File: src/rtl/norz_timing_pkg.sv
`default_nettype none
// ============================================================================
// Module   : norz_timing_pkg
// Purpose  : Shared constants and helpers for the machine-cycle sequencer.
//            This package holds the T-state codes, the cycle-type codes and
//            the default width of the instruction phase counter.
// Revision : 1.0  initial release
// ============================================================================
package norz_timing_pkg;

  // Default width of the instruction phase counter XPT
  localparam int XPT_W_DEFAULT = 5;

  // T-state codes, as seen on the TSTATE output
  localparam logic [2:0] T1 = 3'd0;
  localparam logic [2:0] T2 = 3'd1;
  localparam logic [2:0] TW = 3'd2;
  localparam logic [2:0] T3 = 3'd3;
  localparam logic [2:0] T4 = 3'd4;

  // Machine-cycle types
  localparam logic CYC_M1 = 1'b0;  // opcode fetch, four T-states
  localparam logic CYC_MR = 1'b1;  // memory read, three T-states

  // Active-low bus strobes, grouped so they can be computed together
  typedef struct packed {
    logic n_m1;
    logic n_mreq;
    logic n_rd;
  } strobes_t;

  // True when t is the final T-state of a machine cycle of type cyc
  function automatic logic is_last_tstate(input logic [2:0] t, input logic cyc);
    return (cyc == CYC_M1) ? (t == T4) : (t == T3);
  endfunction

  // Strobe levels that belong to T-state t of a cycle of type cyc
  function automatic strobes_t strobes_for(input logic [2:0] t, input logic cyc);
    strobes_t s;
    logic     addr_phase;
    addr_phase = (t == T2) || (t == TW);
    s.n_m1     = !((cyc == CYC_M1) && ((t == T1) || addr_phase));
    s.n_mreq   = !(addr_phase || ((t == T3) && (cyc == CYC_MR)));
    s.n_rd     = s.n_mreq;
    return s;
  endfunction

endpackage
`default_nettype wire

File: src/rtl/timing_xpt_counter.sv
`default_nettype none
// ============================================================================
// Module   : timing_xpt_counter
// Purpose  : Instruction phase counter. Saturates at its maximum value, has a
//            synchronous clear and a hold (enable) input, and keeps a
//            registered complement so both polarities change on one edge.
// Revision : 1.0  initial release
// ============================================================================
module timing_xpt_counter
  import norz_timing_pkg::*;
#(
  parameter int XPT_W = XPT_W_DEFAULT
) (
  input  logic             clk,
  input  logic             rst_n,
  input  logic             en,
  input  logic             clr,
  input  logic             inc,
  output logic [XPT_W-1:0] xpt,
  output logic [XPT_W-1:0] not_xpt
);

  localparam logic [XPT_W-1:0] XPT_MAX = '1;
  localparam logic [XPT_W-1:0] XPT_ONE = {{(XPT_W-1){1'b0}}, 1'b1};

  logic [XPT_W-1:0] xpt_plus;
  logic             at_max;

  assign xpt_plus = xpt + XPT_ONE;
  assign at_max   = (xpt == XPT_MAX);

  // Count, clear or hold; the complement is loaded alongside the true value
  always_ff @(posedge clk or negedge rst_n) begin
    if (!rst_n) begin
      xpt     <= '0;
      not_xpt <= '1;
    end else if (en) begin
      if (clr) begin
        xpt     <= '0;
        not_xpt <= '1;
      end else if (inc && !at_max) begin
        xpt     <= xpt_plus;
        not_xpt <= ~xpt_plus;
      end
    end
  end

endmodule
`default_nettype wire

File: src/rtl/timing_machine_cycle_sequencer.sv
`default_nettype none
// ============================================================================
// Module   : timing_machine_cycle_sequencer
// Purpose  : CPU bus timing. Runs the T-state machine within each machine
//            cycle (M1 opcode fetch / MR memory read), honours the memory
//            wait handshake, owns the instruction phase counter XPT and
//            drives registered bus strobes and latch pulses.
// Revision : 1.0  initial release
// ============================================================================
module timing_machine_cycle_sequencer
  import norz_timing_pkg::*;
#(
  parameter int XPT_W = XPT_W_DEFAULT
) (
  input  logic             CLK,
  input  logic             notRESET,
  input  logic             enable,
  input  logic             PR_Reset_XPT,
  input  logic             P2_Set_CM1,
  input  logic             P2_Set_CMR,
  input  logic             notWAIT,
  output logic [XPT_W-1:0] XPT,
  output logic [XPT_W-1:0] notXPT,
  output logic             CM1,
  output logic             CMR,
  output logic [2:0]       TSTATE,
  output logic             notM1,
  output logic             notMREQ,
  output logic             notRD,
  output logic             Latch_Opcode,
  output logic             Latch_Data
);

  logic       cur_cyc;
  logic       cycle_end;
  logic [2:0] tstate_nxt;
  logic       cyc_nxt;
  logic       xpt_inc;
  logic       xpt_clr;
  logic       lop_nxt;
  logic       ldat_nxt;
  strobes_t   strb_nxt;

  // CM1 and CMR are kept as separate registers; CM1 is the authoritative one
  assign cur_cyc   = CM1 ? CYC_M1 : CYC_MR;
  assign cycle_end = is_last_tstate(TSTATE, cur_cyc);

  // Next T-state, next cycle type, counter control and latch pulse decode
  always_comb begin
    tstate_nxt = T1;
    cyc_nxt    = cur_cyc;
    xpt_clr    = 1'b0;
    lop_nxt    = 1'b0;
    ldat_nxt   = 1'b0;
    // Every T-state exit advances XPT except leaving (or staying in) TW
    xpt_inc    = (TSTATE != TW);

    case (TSTATE)
      T1: tstate_nxt = T2;
      T2, TW: begin
        // notWAIT is only looked at on the edge that ends T2 or TW
        tstate_nxt = notWAIT ? T3 : TW;
        lop_nxt    = notWAIT && (cur_cyc == CYC_M1);
      end
      T3: begin
        tstate_nxt = (cur_cyc == CYC_M1) ? T4 : T1;
        ldat_nxt   = (cur_cyc == CYC_MR);
      end
      T4:      tstate_nxt = T1;
      default: tstate_nxt = T1;  // unused codes recover to the start of a cycle
    endcase

    // Decoder requests only matter on the last T-state of the cycle
    if (cycle_end) begin
      if (PR_Reset_XPT) begin
        xpt_clr = 1'b1;
        cyc_nxt = CYC_M1;
      end else if (P2_Set_CM1) begin
        cyc_nxt = CYC_M1;
      end else if (P2_Set_CMR) begin
        cyc_nxt = CYC_MR;
      end else begin
        cyc_nxt = CYC_M1;
      end
    end

    strb_nxt = strobes_for(tstate_nxt, cyc_nxt);
  end

  // T-state, cycle type, strobes and latch pulses; everything holds when disabled
  always_ff @(posedge CLK or negedge notRESET) begin
    if (!notRESET) begin
      TSTATE       <= T1;
      CM1          <= 1'b1;
      CMR          <= 1'b0;
      notM1        <= 1'b1;
      notMREQ      <= 1'b1;
      notRD        <= 1'b1;
      Latch_Opcode <= 1'b0;
      Latch_Data   <= 1'b0;
    end else if (enable) begin
      TSTATE       <= tstate_nxt;
      CM1          <= (cyc_nxt == CYC_M1);
      CMR          <= (cyc_nxt == CYC_MR);
      notM1        <= strb_nxt.n_m1;
      notMREQ      <= strb_nxt.n_mreq;
      notRD        <= strb_nxt.n_rd;
      Latch_Opcode <= lop_nxt;
      Latch_Data   <= ldat_nxt;
    end
  end

  timing_xpt_counter #(
    .XPT_W (XPT_W)
  ) u_xpt (
    .clk     (CLK),
    .rst_n   (notRESET),
    .en      (enable),
    .clr     (xpt_clr),
    .inc     (xpt_inc),
    .xpt     (XPT),
    .not_xpt (notXPT)
  );

endmodule
`default_nettype wire

File: config.mk
export PLATFORM = sky130hd
export DESIGN_NAME = timing_machine_cycle_sequencer
export DESIGN_NICKNAME = d
export VERILOG_FILES = /design/src/rtl/norz_timing_pkg.sv /design/src/rtl/timing_xpt_counter.sv /design/src/rtl/timing_machine_cycle_sequencer.sv
export SDC_FILE = /design/constraint.sdc
export NUM_CORES = 1
export LEC_CHECK = 0
export CAP_MARGIN = 20
export CORE_ASPECT_RATIO = 1.5
export CORE_MARGIN = 4
export CORE_UTILIZATION = 47
export CTS_CLUSTER_DIAMETER = 60
export DETAILED_ROUTE_END_ITERATION = 12
export PLACE_DENSITY = 0.78
export SETUP_SLACK_MARGIN = 0.3
export SYNTH_ARGS = -nofsm -noshare
export SYNTH_HDL_FRONTEND = slang
export SYNTH_SLANG_ARGS = --single-unit
File: constraint.sdc
create_clock -name CLK -period 2.2 [get_ports CLK]
set_input_delay 0.44 -clock CLK [delete_from_list [all_inputs] [get_ports CLK]]
set_output_delay 0.44 -clock CLK [all_outputs]
set_load 0.02 [all_outputs]
==> run metrics <==
Buf/Inv on CP=0; Max Buffers Root-to-Sink=2; GRT busiest layer=met2; drt first pass iters=4; Logic pwr share=53.5%; Reg2Reg Depth=4; Clk network pwr share=9.7%; clock skew=0.00677 ns; Netlist cell types=42; post-synth net total=105; Critical-path top delay cell=dfstp_2; Most common cell on crit path=o21ai_0; Netlist Area Pre-Place=1030 µm²; fmax=538 MHz; layout cells sized above 1=30.2%; met1 Use GR=23.2%; PortBufs=26; Post-synth EDFFs=0; P_int=1.11 mW; starting density of the core=50.1%; CP delay by family, top=compound AO/OA/AOI/OAI gates; # diodes=0; critical-path cell list=and4bb_4 > o21ai_0 > o21ai_0 > a31oi_1; detailed placement HPWL=1680 µm; grt ovf=0; Hold Crit Class=input port to asynchronous set/reset pin; Seq/Total Area, Yosys=47.3%; met2 Use GR=28.6%; Peak VDD IR=706 µV; number of global-route vias before repair=855; relative max-transition margin=59.3%; IO Count=27; fin util=67.6%; sw power=0.815 mW; commonest non-fill, non-tap cell in the layout=clkdlybuf4s50_1; Die H=65.3 µm; crit-path max FO=9; reg-to-reg setup timing slack=0.34 ns; worst skew pair latency=0.31 ns; Post-Synthesis Cells=96; P&R area growth vs syn=35.0%; status=finished, final reports clean; most frequently used flop master after synthesis=dfrtp_1; clk sinks=19; highest-count cells in the layout ignoring fill and taps=clkdlybuf4s50_1, dlygate4sd2_1, dfstp_2; DIE AREA=3010 µm²; drt wl/cell=16.3 µm; MaxCap Viol Count=0; Final Hold Fails=0; Avg Cell Area, Syn=10.7 µm²; TNS Setup=0 ns; switching share of total power=42.2%; DRT Wirelength=2410 µm; Req. time, crit path=2.44 ns; leakage power=0.602 nW; RePlAce Congestion=0.872; CTS Buf Count=3; GRT Total Usage=18.4%; Synth warnings=0; GR met3 Demand/Resource=2.74%; PwrDens=1390 nW/µm²; Worst R2R End=u_xpt.xpt[3]; CTS root buffer=clkbuf_4; Clock transition at path regs=0.11 ns; final setup fails=0; post-layout min period=1.86 ns; # hold bufs at CTS=0; DRC marker count from the first detailed-route iteration=18; DRC Markers=0; RSZ-0062 raised after global routing=yes; r2r startpoint=CM1; Slew @ Worst Pin=0.604 ns; total vias in the final route=869; async set-reset flop share out of synthesis=100%; Detail Route Antenna Nets=0; Via-to-Cell Ratio=5.87; final worst-path cycle share=84.6%; CP Data Arrival Time=2.10 ns; pin count of the biggest net entering global routing=21; Final nets=136; initial antenna violation count=0; CTS tree=built; CP max stage delay=0.64 ns; Critical Path Start Type=flip-flop; first-pass GRT wire length=3970 µm; CP Class=flip-flop to flip-flop; H-tree depth=1; DIE WIDTH=46.2 µm; Core Area=2050 µm²; Row Count=20; FF+latch count, synth=19; crit end category=flip-flop; count of final max-slew check failures=0; Reg power frac=36.8%
synthesized netlist by cell type (all sizes together), types with 2 or more instances:
master	count	area [µm²]
nor2	5	18.8
dfrtp	11	275
dfstp	8	210
a31oi	3	18.8
a2bb2oi	3	26.3
clkbuf	2	17.5
nand3	4	20.0
nor2b	3	18.8
nand2	5	18.8
and4bb	2	28.8
o21a	3	30.0
o21ai	4	20.0
a21oi	5	25.0
ha	2	25.0
a22o	2	17.5
xnor2	2	17.5
inv	7	26.3
o31ai	4	35.0
buf	3	26.3
kinds of logic (layout without fill, tap and decap cells):
group | count (synthesis) | in the layout | synth area share [%]
mux | 2 | 2 | 2.07
xor+xnor | 2 | 2 | 1.71
simple gates | 24 | 24 | 13.9
buf+inv | 12 | 42 | 6.82
flops | 19 | 19 | 47.3
compound gates | 35 | 35 | 25.8
fa+ha+maj | 2 | 2 | 2.44
sequential cells by signal, indices dropped and copies added, names as in the netlist:
signal,flops
u_xpt.xpt,5
Latch_Opcode,1
notRD,1
notM1,1
Latch_Data,1
CM1,1
u_xpt.not_xpt,5
CMR,1
TSTATE,3
layer usage:
layer	vias up	routed length, µm
li1	413	-
met1	422	997
met2	29	1250
met3	5	109
met4	0	57
met5	-	0
per-stage QoR:
stage          instance area [µm²]  worst slack [ns]  hold slack (ns)  power (mW)  instances
3_3_place_gp                  1290             0.325            0.487        1.67        141
4_1_cts                       1320             0.257            0.442        1.85        145
6_report                      1390             0.340            0.442        1.93        148
2_1_floorplan                 1030             0.305            0.144        1.33         96
3_5_place_dp                  1290             0.262            0.492        1.69        141
5_1_grt                       1390             0.278            0.438        2.07        148
power by group through the flow:
stage / Sequential, mW / Combinational, mW / Clock, mW
after global placement: 0.711 / 0.959 / 0
after detailed placement: 0.717 / 0.978 / 0
final: 0.711 / 1.03 / 0.187
after CTS: 0.718 / 0.939 / 0.196
after global routing: 0.737 / 1.13 / 0.211
after floorplan: 0.824 / 0.506 / 0
area by class of cell:
type                            count  area (µm²)
Clock inverter                      1        7.51
Inverter                            7        26.3
Multi-Input combinational cell     65         520
Fill cell                         176         666
Tap cell                           22        27.5
Timing Repair Buffer               31         290
Sequential cell                    19         492
Clock buffer                        3        22.5
worst max path at each step:
stage | depth (start not counted) | endpoint | slack (ns) | start
3_5_place_dp | 7 | u_xpt.not_xpt[3] | 0.26 | u_xpt.xpt[0]
5_1_grt | 4 | u_xpt.xpt[3] | 0.28 | CM1
6_report | 4 | u_xpt.xpt[3] | 0.34 | CM1
3_3_place_gp | 7 | u_xpt.xpt[2] | 0.33 | u_xpt.xpt[0]
4_1_cts | 1 | TSTATE[0] | 0.26 | TSTATE[0]
2_1_floorplan | 7 | u_xpt.xpt[2] | 0.30 | u_xpt.xpt[0]
repair_timing:
item	in CTS	in global routing
gates resized for setup	15	11
gates cloned	0	0
pin swaps	0	2
setup endpoints to repair	20	12
setup buffers	0	3
worst reg2reg max path: stages, from the launching register on:
cell and delay (ns):
dfstp_2 0.64, and4bb_4 0.27, o21ai_0 0.50, o21ai_0 0.19
a31oi_1 0.19
No activity file was read; power rests on OpenSTA's default activity.
